==> config.mk <==
export PLATFORM = sky130hd
export DESIGN_NAME = pc_sequencer_flat
export DESIGN_NICKNAME = d
export VERILOG_FILES = /design/src/rtl/pc_seq_pkg.sv /design/src/rtl/pc_sequencer_if.sv /design/src/rtl/pc_redirect_buf.sv /design/src/rtl/pc_sequencer.sv /design/src/flat_wrapper.sv
export SDC_FILE = /design/constraint.sdc
export NUM_CORES = 1
export LEC_CHECK = 0
export ABC_AREA = 1
export CORE_UTILIZATION = 30
export DETAILED_ROUTE_END_ITERATION = 8
export PLACE_DENSITY_LB_ADDON = 0.3
export SLEW_MARGIN = 30
export SYNTH_ARGS = -nofsm -noshare
export SYNTH_HDL_FRONTEND = slang
export SYNTH_SLANG_ARGS = --single-unit
export TNS_END_PERCENT = 50
==> constraint.sdc <==
create_clock -name clk -period 3.6 [get_ports clk]
set_clock_uncertainty 0.2 [all_clocks]
set_input_delay 0.9 -clock clk [delete_from_list [all_inputs] [get_ports clk]]
set_output_delay 0.9 -clock clk [all_outputs]
set_load 0.02 [all_outputs]
==> src/rtl/pc_seq_pkg.sv <==
// Shared types and constants for the program-counter next-address sequencer.
package pc_seq_pkg;

  typedef enum logic [1:0] {
    BOOT,
    FETCH,
    HALT
  } pc_state_t;

  typedef enum logic {
    R_BRANCH,
    R_JUMP
  } redir_kind_t;

  localparam int unsigned PC_INCR = 4;

endpackage

==> src/rtl/pc_sequencer_if.sv <==
// Instruction-memory fetch handshake between the PC sequencer and imem.
interface pc_sequencer_if;

  logic imem_req;
  logic imem_ready;
  logic fetch_valid;

  modport master (
    output imem_req,
    output fetch_valid,
    input  imem_ready
  );

  modport slave (
    input  imem_req,
    input  fetch_valid,
    output imem_ready
  );

endinterface

==> src/rtl/pc_redirect_buf.sv <==
// Holds one redirect that arrived while the fetch was stalled.
// A pending jump is never displaced by a later branch; a jump displaces anything.
module pc_redirect_buf
  import pc_seq_pkg::*;
#(
  parameter int unsigned ADDR_W = 32
) (
  input  logic              clk,
  input  logic              rst,
  input  logic              clear,
  input  logic              capture_branch,
  input  logic              capture_jump,
  input  logic [ADDR_W-1:0] branch_target,
  input  logic [ADDR_W-1:0] jump_target,
  output logic              pend_valid,
  output logic [ADDR_W-1:0] pend_target
);

  redir_kind_t pend_kind;

  always_ff @(posedge clk) begin
    if (!rst) begin
      pend_valid  <= 1'b0;
      pend_kind   <= R_BRANCH;
      pend_target <= '0;
    end else if (clear) begin
      pend_valid <= 1'b0;
    end else if (capture_jump) begin
      pend_valid  <= 1'b1;
      pend_kind   <= R_JUMP;
      pend_target <= jump_target;
    end else if (capture_branch && !(pend_valid && pend_kind == R_JUMP)) begin
      pend_valid  <= 1'b1;
      pend_kind   <= R_BRANCH;
      pend_target <= branch_target;
    end
  end

endmodule

==> src/rtl/pc_sequencer.sv <==
// Next-address controller for the PC register: sequential, branch, jump,
// exception or hold, with a req/ready fetch handshake toward instruction memory.
module pc_sequencer
  import pc_seq_pkg::*;
#(
  parameter int unsigned       ADDR_W       = 32,
  parameter logic [ADDR_W-1:0] RESET_VECTOR = '0,
  parameter logic [ADDR_W-1:0] EXC_VECTOR   = 'h80
) (
  input  logic                  clk,
  input  logic                  rst,
  input  logic [ADDR_W-1:0]     address,
  output logic [ADDR_W-1:0]     next_address,
  input  logic                  stall,
  input  logic                  halt,
  input  logic                  branch_taken,
  input  logic [ADDR_W-1:0]     branch_target,
  input  logic                  jump,
  input  logic [ADDR_W-1:0]     jump_target,
  input  logic                  exception,
  pc_sequencer_if.master        imem,
  output logic                  redirect_pending,
  output logic                  exc_taken,
  output logic                  misaligned
);

  pc_state_t         state, state_next;
  logic              pend_valid;
  logic [ADDR_W-1:0] pend_target;
  logic              buf_clear, cap_branch, cap_jump;
  logic              handshake, has_redir;
  logic [ADDR_W-1:0] redir_target, seq_address;

  pc_redirect_buf #(.ADDR_W(ADDR_W)) u_buf (
    .clk            (clk),
    .rst            (rst),
    .clear          (buf_clear),
    .capture_branch (cap_branch),
    .capture_jump   (cap_jump),
    .branch_target  (branch_target),
    .jump_target    (jump_target),
    .pend_valid     (pend_valid),
    .pend_target    (pend_target)
  );

  assign redirect_pending = pend_valid;
  assign handshake        = imem.imem_ready && !stall;
  assign seq_address      = address + ADDR_W'(PC_INCR);
  assign has_redir        = jump || branch_taken || pend_valid;
  assign redir_target     = jump ? jump_target : (branch_taken ? branch_target : pend_target);

  always_ff @(posedge clk) begin
    if (!rst) state <= BOOT;
    else      state <= state_next;
  end

  always_comb begin
    state_next       = state;
    next_address     = address;
    imem.imem_req    = 1'b0;
    imem.fetch_valid = 1'b0;
    exc_taken        = 1'b0;
    misaligned       = 1'b0;
    buf_clear        = 1'b0;
    cap_branch       = 1'b0;
    cap_jump         = 1'b0;
    if (!rst) begin
      next_address = RESET_VECTOR;
    end else begin
      unique case (state)
        BOOT: begin
          next_address = RESET_VECTOR;
          state_next   = FETCH;
        end
        FETCH: begin
          imem.imem_req = 1'b1;
          if (exception) begin
            next_address = EXC_VECTOR;
            exc_taken    = 1'b1;
            buf_clear    = 1'b1;
          end else if (handshake) begin
            imem.fetch_valid = 1'b1;
            buf_clear        = 1'b1;
            // Halt wins over any redirect: the PC steps past the break/syscall.
            if (halt) begin
              state_next   = HALT;
              next_address = seq_address;
            end else if (has_redir) begin
              if (redir_target[1:0] != 2'b00) begin
                next_address = EXC_VECTOR;
                misaligned   = 1'b1;
                exc_taken    = 1'b1;
              end else begin
                next_address = redir_target;
              end
            end else begin
              next_address = seq_address;
            end
          end else begin
            cap_jump   = jump;
            cap_branch = branch_taken;
          end
        end
        HALT: begin
          if (exception) begin
            next_address = EXC_VECTOR;
            exc_taken    = 1'b1;
            buf_clear    = 1'b1;
            state_next   = FETCH;
          end
        end
        default: state_next = BOOT;
      endcase
    end
  end

endmodule

==> src/flat_wrapper.sv <==
// flat-port wrapper written by rule: the top's interface ports become plain ports
module pc_sequencer_flat import pc_seq_pkg::*;
#(
  parameter int unsigned       ADDR_W       = 32,
  parameter logic [ADDR_W-1:0] RESET_VECTOR = '0,
  parameter logic [ADDR_W-1:0] EXC_VECTOR   = 'h80
)
  (clk, rst, address, next_address, stall, halt, branch_taken, branch_target, jump, jump_target, exception, redirect_pending, exc_taken, misaligned, imem_imem_req, imem_fetch_valid, imem_imem_ready);
  pc_sequencer_if imem_i ();
  input  logic clk;
  input  logic rst;
  input  logic [ADDR_W-1:0] address;
  output logic [ADDR_W-1:0] next_address;
  input  logic stall;
  input  logic halt;
  input  logic branch_taken;
  input  logic [ADDR_W-1:0] branch_target;
  input  logic jump;
  input  logic [ADDR_W-1:0] jump_target;
  input  logic exception;
  output logic redirect_pending;
  output logic exc_taken;
  output logic misaligned;
  output wire logic [$bits(imem_i.imem_req)-1:0] imem_imem_req;
  output wire logic [$bits(imem_i.fetch_valid)-1:0] imem_fetch_valid;
  input wire logic [$bits(imem_i.imem_ready)-1:0] imem_imem_ready;
  assign imem_imem_req = imem_i.imem_req;
  assign imem_fetch_valid = imem_i.fetch_valid;
  assign imem_i.imem_ready = imem_imem_ready;
  pc_sequencer #(.ADDR_W(ADDR_W), .RESET_VECTOR(RESET_VECTOR), .EXC_VECTOR(EXC_VECTOR)) u_core (.clk(clk), .rst(rst), .address(address), .next_address(next_address), .stall(stall), .halt(halt), .branch_taken(branch_taken), .branch_target(branch_target), .jump(jump), .jump_target(jump_target), .exception(exception), .imem(imem_i), .redirect_pending(redirect_pending), .exc_taken(exc_taken), .misaligned(misaligned));
endmodule
==> impl_metrics.tcl <==
set metrics [dict create \
    cp_cell_sequence "clkdlybuf4s50_1 > inv_2 > nor2_4 > nand3_1 > nor2_1 > nand2_1 > nand2_1 > nand3_1 > nand2_1 > nand2_1 > a21oi_2 > buf_4" \
    dieHeight_microns 121 \
    p_sw_w 0.000812 \
    cap_violations 0 \
    diodes 0 \
    fin_util 0.488 \
    power_density_mw_per_mm2 298 \
    intPower_w 0.00120 \
    hold_path_depth 2 \
    maxSlewHeadroom 0.598 \
    rsz0062_at_grt "true" \
    clk_pin_slew_ns 0.05 \
    postSynthAreaPerCell_sq_um 5.61 \
    seqPwrFrac 0.232 \
    coreArea_sq_mm 0.0138 \
    cts_tree "yes" \
    htreeDepth 2 \
    nFillCells 1440 \
    switching_share 0.404 \
    layout-drive-gt1-share 0.266 \
    cts_inserted_buffers 5 \
    routed_wl_microns 17200 \
    die_w_microns 121 \
    crit_top_cell "nand2_1" \
    arrival_ns 2.46 \
    grt_max_degree 54 \
    cts_root_buffer "clkbuf_16" \
    port_buffers 140 \
    endpoint_kind "primary output" \
    max_slew.worst_pin.slew_ns 0.596 \
    clkPwrFrac 0.215 \
    drc_errors 0 \
    path_class "in -> out" \
    max_freq_ghz 0.281 \
    clockBufferDepth 2 \
    hold_viol_final 0 \
    holdCritPathClass "reg -> reg" \
    synth_warnings 0 \
    yosysUniqueCellTypes 38 \
    synth_area_sq_mm 0.00423 \
    p_comb_frac 0.553 \
    vias 5853 \
    clk_latency_ns 0.27 \
    nets 1072 \
    min_from "u_core.u_buf.pend_kind" \
    synth_edf_count 0 \
    ir_worst_vdd_uv 158 \
    worstPathMaxFanout 3 \
    post_drt_wl_per_cell_microns 15.0 \
    ys_seq_elements 36 \
    io_pins 141 \
    synth_ff_type "dfxtp_1" \
    globalRouteTotalUtil 0.235 \
    reg2reg_depth 11 \
    hpwl_microns 13300 \
    timing.final.crit_share 0.988 \
    final_antenna_net_count 0 \
    cts.sinks 36 \
    ctsHoldBuffers 0 \
    synthCells 754 \
    drt_first_pass_iters 7 \
    maxSlewViolCount 0 \
    dieArea_sq_mm 0.0146 \
    antenna_found_initial 0 \
    yosysSeqAreaShare 0.170 \
    fin_crit_ns 3.56 \
    syn2layout_area_growth_pct 59.7 \
    grt_pass1_vias 5351 \
    whs_endpoint "u_core.u_buf.pend_kind" \
    start_util 0.306 \
    gp_congestion 0.901 \
    synthArstFlopShare 0 \
    setup_viol 0 \
    avgViaCountPerCell 5.12 \
    cellLeakagePower_nw 2.87 \
    cp.buffers_inverters 3 \
    critPathSlowestCell "clkdlybuf4s50_1" \
    reg2reg_from "u_core.state[1]" \
    r2r-end "u_core.u_buf.pend_target[30]" \
    crit_family "buffers and inverters" \
    grt_overflow 0 \
    r2r_slack_ns 1.38 \
    mappedNetlistNets 863 \
    worstPathRequired_ns 2.50 \
    fp-row-count 43 \
    start_kind "input port" \
    status "finished clean" \
    dr.first_iter.drc_count 468 \
    grt_pass1_wl_microns 27400 \
    slowest_delay_ns 0.50 \
    tns_ns 0 \
]
[stage by stage]
step                area (sq um)  power, W  cells  setup slack, ns  hold WS, ns
floorplan                   4230   0.00103    754            0.350        0.251
global placement            6530   0.00157   1129           -0.725        0.266
detailed placement          6530   0.00158   1129           -0.749        0.274
CTS                         6690   0.00198   1140          0.00204        0.285
global route                6750   0.00213   1144          -0.0152        0.338
finish                      6750   0.00201   1144           0.0435        0.286
[synth_stat cells, types with 2 or more instances]
| library cell | count | area (sq um) |
|---|---|---|
| ha_1 | 5 | 62.6 |
| nor2_2 | 8 | 50.1 |
| a31oi_1 | 2 | 12.5 |
| nor2_8 | 3 | 60.1 |
| clkbuf_1 | 20 | 75.1 |
| buf_2 | 22 | 110 |
| inv_1 | 44 | 165 |
| nand4_1 | 5 | 31.3 |
| nor2_4 | 5 | 56.3 |
| nand2_1 | 199 | 747 |
| nand3_2 | 2 | 20.0 |
| o211ai_1 | 2 | 15.0 |
| o22ai_1 | 35 | 219 |
| o21ai_1 | 12 | 60.1 |
| dfxtp_1 | 36 | 721 |
| nor2_1 | 63 | 236 |
| a21oi_1 | 107 | 536 |
| nor3_1 | 23 | 115 |
| nand2_2 | 6 | 37.5 |
| buf_1 | 3 | 11.3 |
| o21ai_0 | 68 | 340 |
| nand3_1 | 44 | 220 |
| xor2_1 | 4 | 35.0 |
| a21oi_2 | 13 | 114 |
| xnor2_1 | 2 | 17.5 |
| inv_2 | 9 | 33.8 |
[power groups by stage]
| stage | Combinational, W | Clock (W) | Sequential, W |
|---|---|---|---|
| floorplan | 0.000564 | 0 | 0.000470 |
| global placement | 0.00110 | 0 | 0.000472 |
| detailed placement | 0.00110 | 0 | 0.000474 |
| CTS | 0.00107 | 0.000442 | 0.000466 |
| global route | 0.00120 | 0.000455 | 0.000473 |
| finish | 0.00111 | 0.000432 | 0.000466 |
[worst min-delay path: stages (launching register included)]
cell,delay (ns)
dfxtp_1,0.31
nand2_1,0.05
o21ai_0,0.07
[placed cells by master (no fill, tap or decap), types with 34 or more instances in the layout]
cell type        instances
a21oi_1                103
buf_4                  112
clkdlybuf4s50_1         71
dfxtp_1                 36
inv_1                   42
nand2_1                185
nand3_1                 44
nor2_1                  45
o21ai_0                 65
o22ai_1                 34
[registers in the layout, summed over array words and instances, names as in the netlist]
| signal | count |
|---|---|
| u_core.u_buf.pend_target | 32 |
| u_core.state | 2 |
| u_core.u_buf.pend_kind | 1 |
| u_core.u_buf.pend_valid | 1 |
[final cells by class]
type                       count  area (sq um)  share of cell area
sequential                    36           721               0.107
tap                          180           225              0.0333
timing repair buffer         248          2170               0.321
inverter                      54           210              0.0311
multi-input combinational    618          3280               0.486
clock buffer                   8           146              0.0217
[per-layer routing]
| layer | track usage | vias up | routed length, microns |
|---|---|---|---|
| met2 | 0.380 | 212 | 7940 |
| met4 | 0.0594 | 0 | 308 |
| met3 | 0.0156 | 23 | 892 |
| met1 | 0.335 | 2647 | 8020 |
| met5 | 0 | - | 0 |
| li1 | - | 2971 | - |
[logic make-up after synthesis]
family	synth area share
compound gates	0.312
xor+xnor	0.0124
simple gates	0.393
fa+ha+maj	0.0148
flops	0.170
buf+inv	0.0970
[worst max path at each step]
| stage | cells after the start | endpoint | start |
|---|---|---|---|
| final | 12 | next_address[30] | address[29] |
| after global routing | 12 | next_address[22] | address[20] |
| after CTS | 10 | next_address[9] | branch_taken |
| after detailed placement | 11 | next_address[13] | jump |
| after global placement | 11 | next_address[14] | branch_taken |
| after floorplan | 10 | next_address[12] | branch_taken |
[what timing repair did]
item	CTS	global route
pin swaps	14	8
hold endpoints to repair	0	0
buffers inserted	3	4
resized for setup	224	54
cloned	0	0
setup endpoints to repair	35	34
Power figures use the tool's default switching activity.
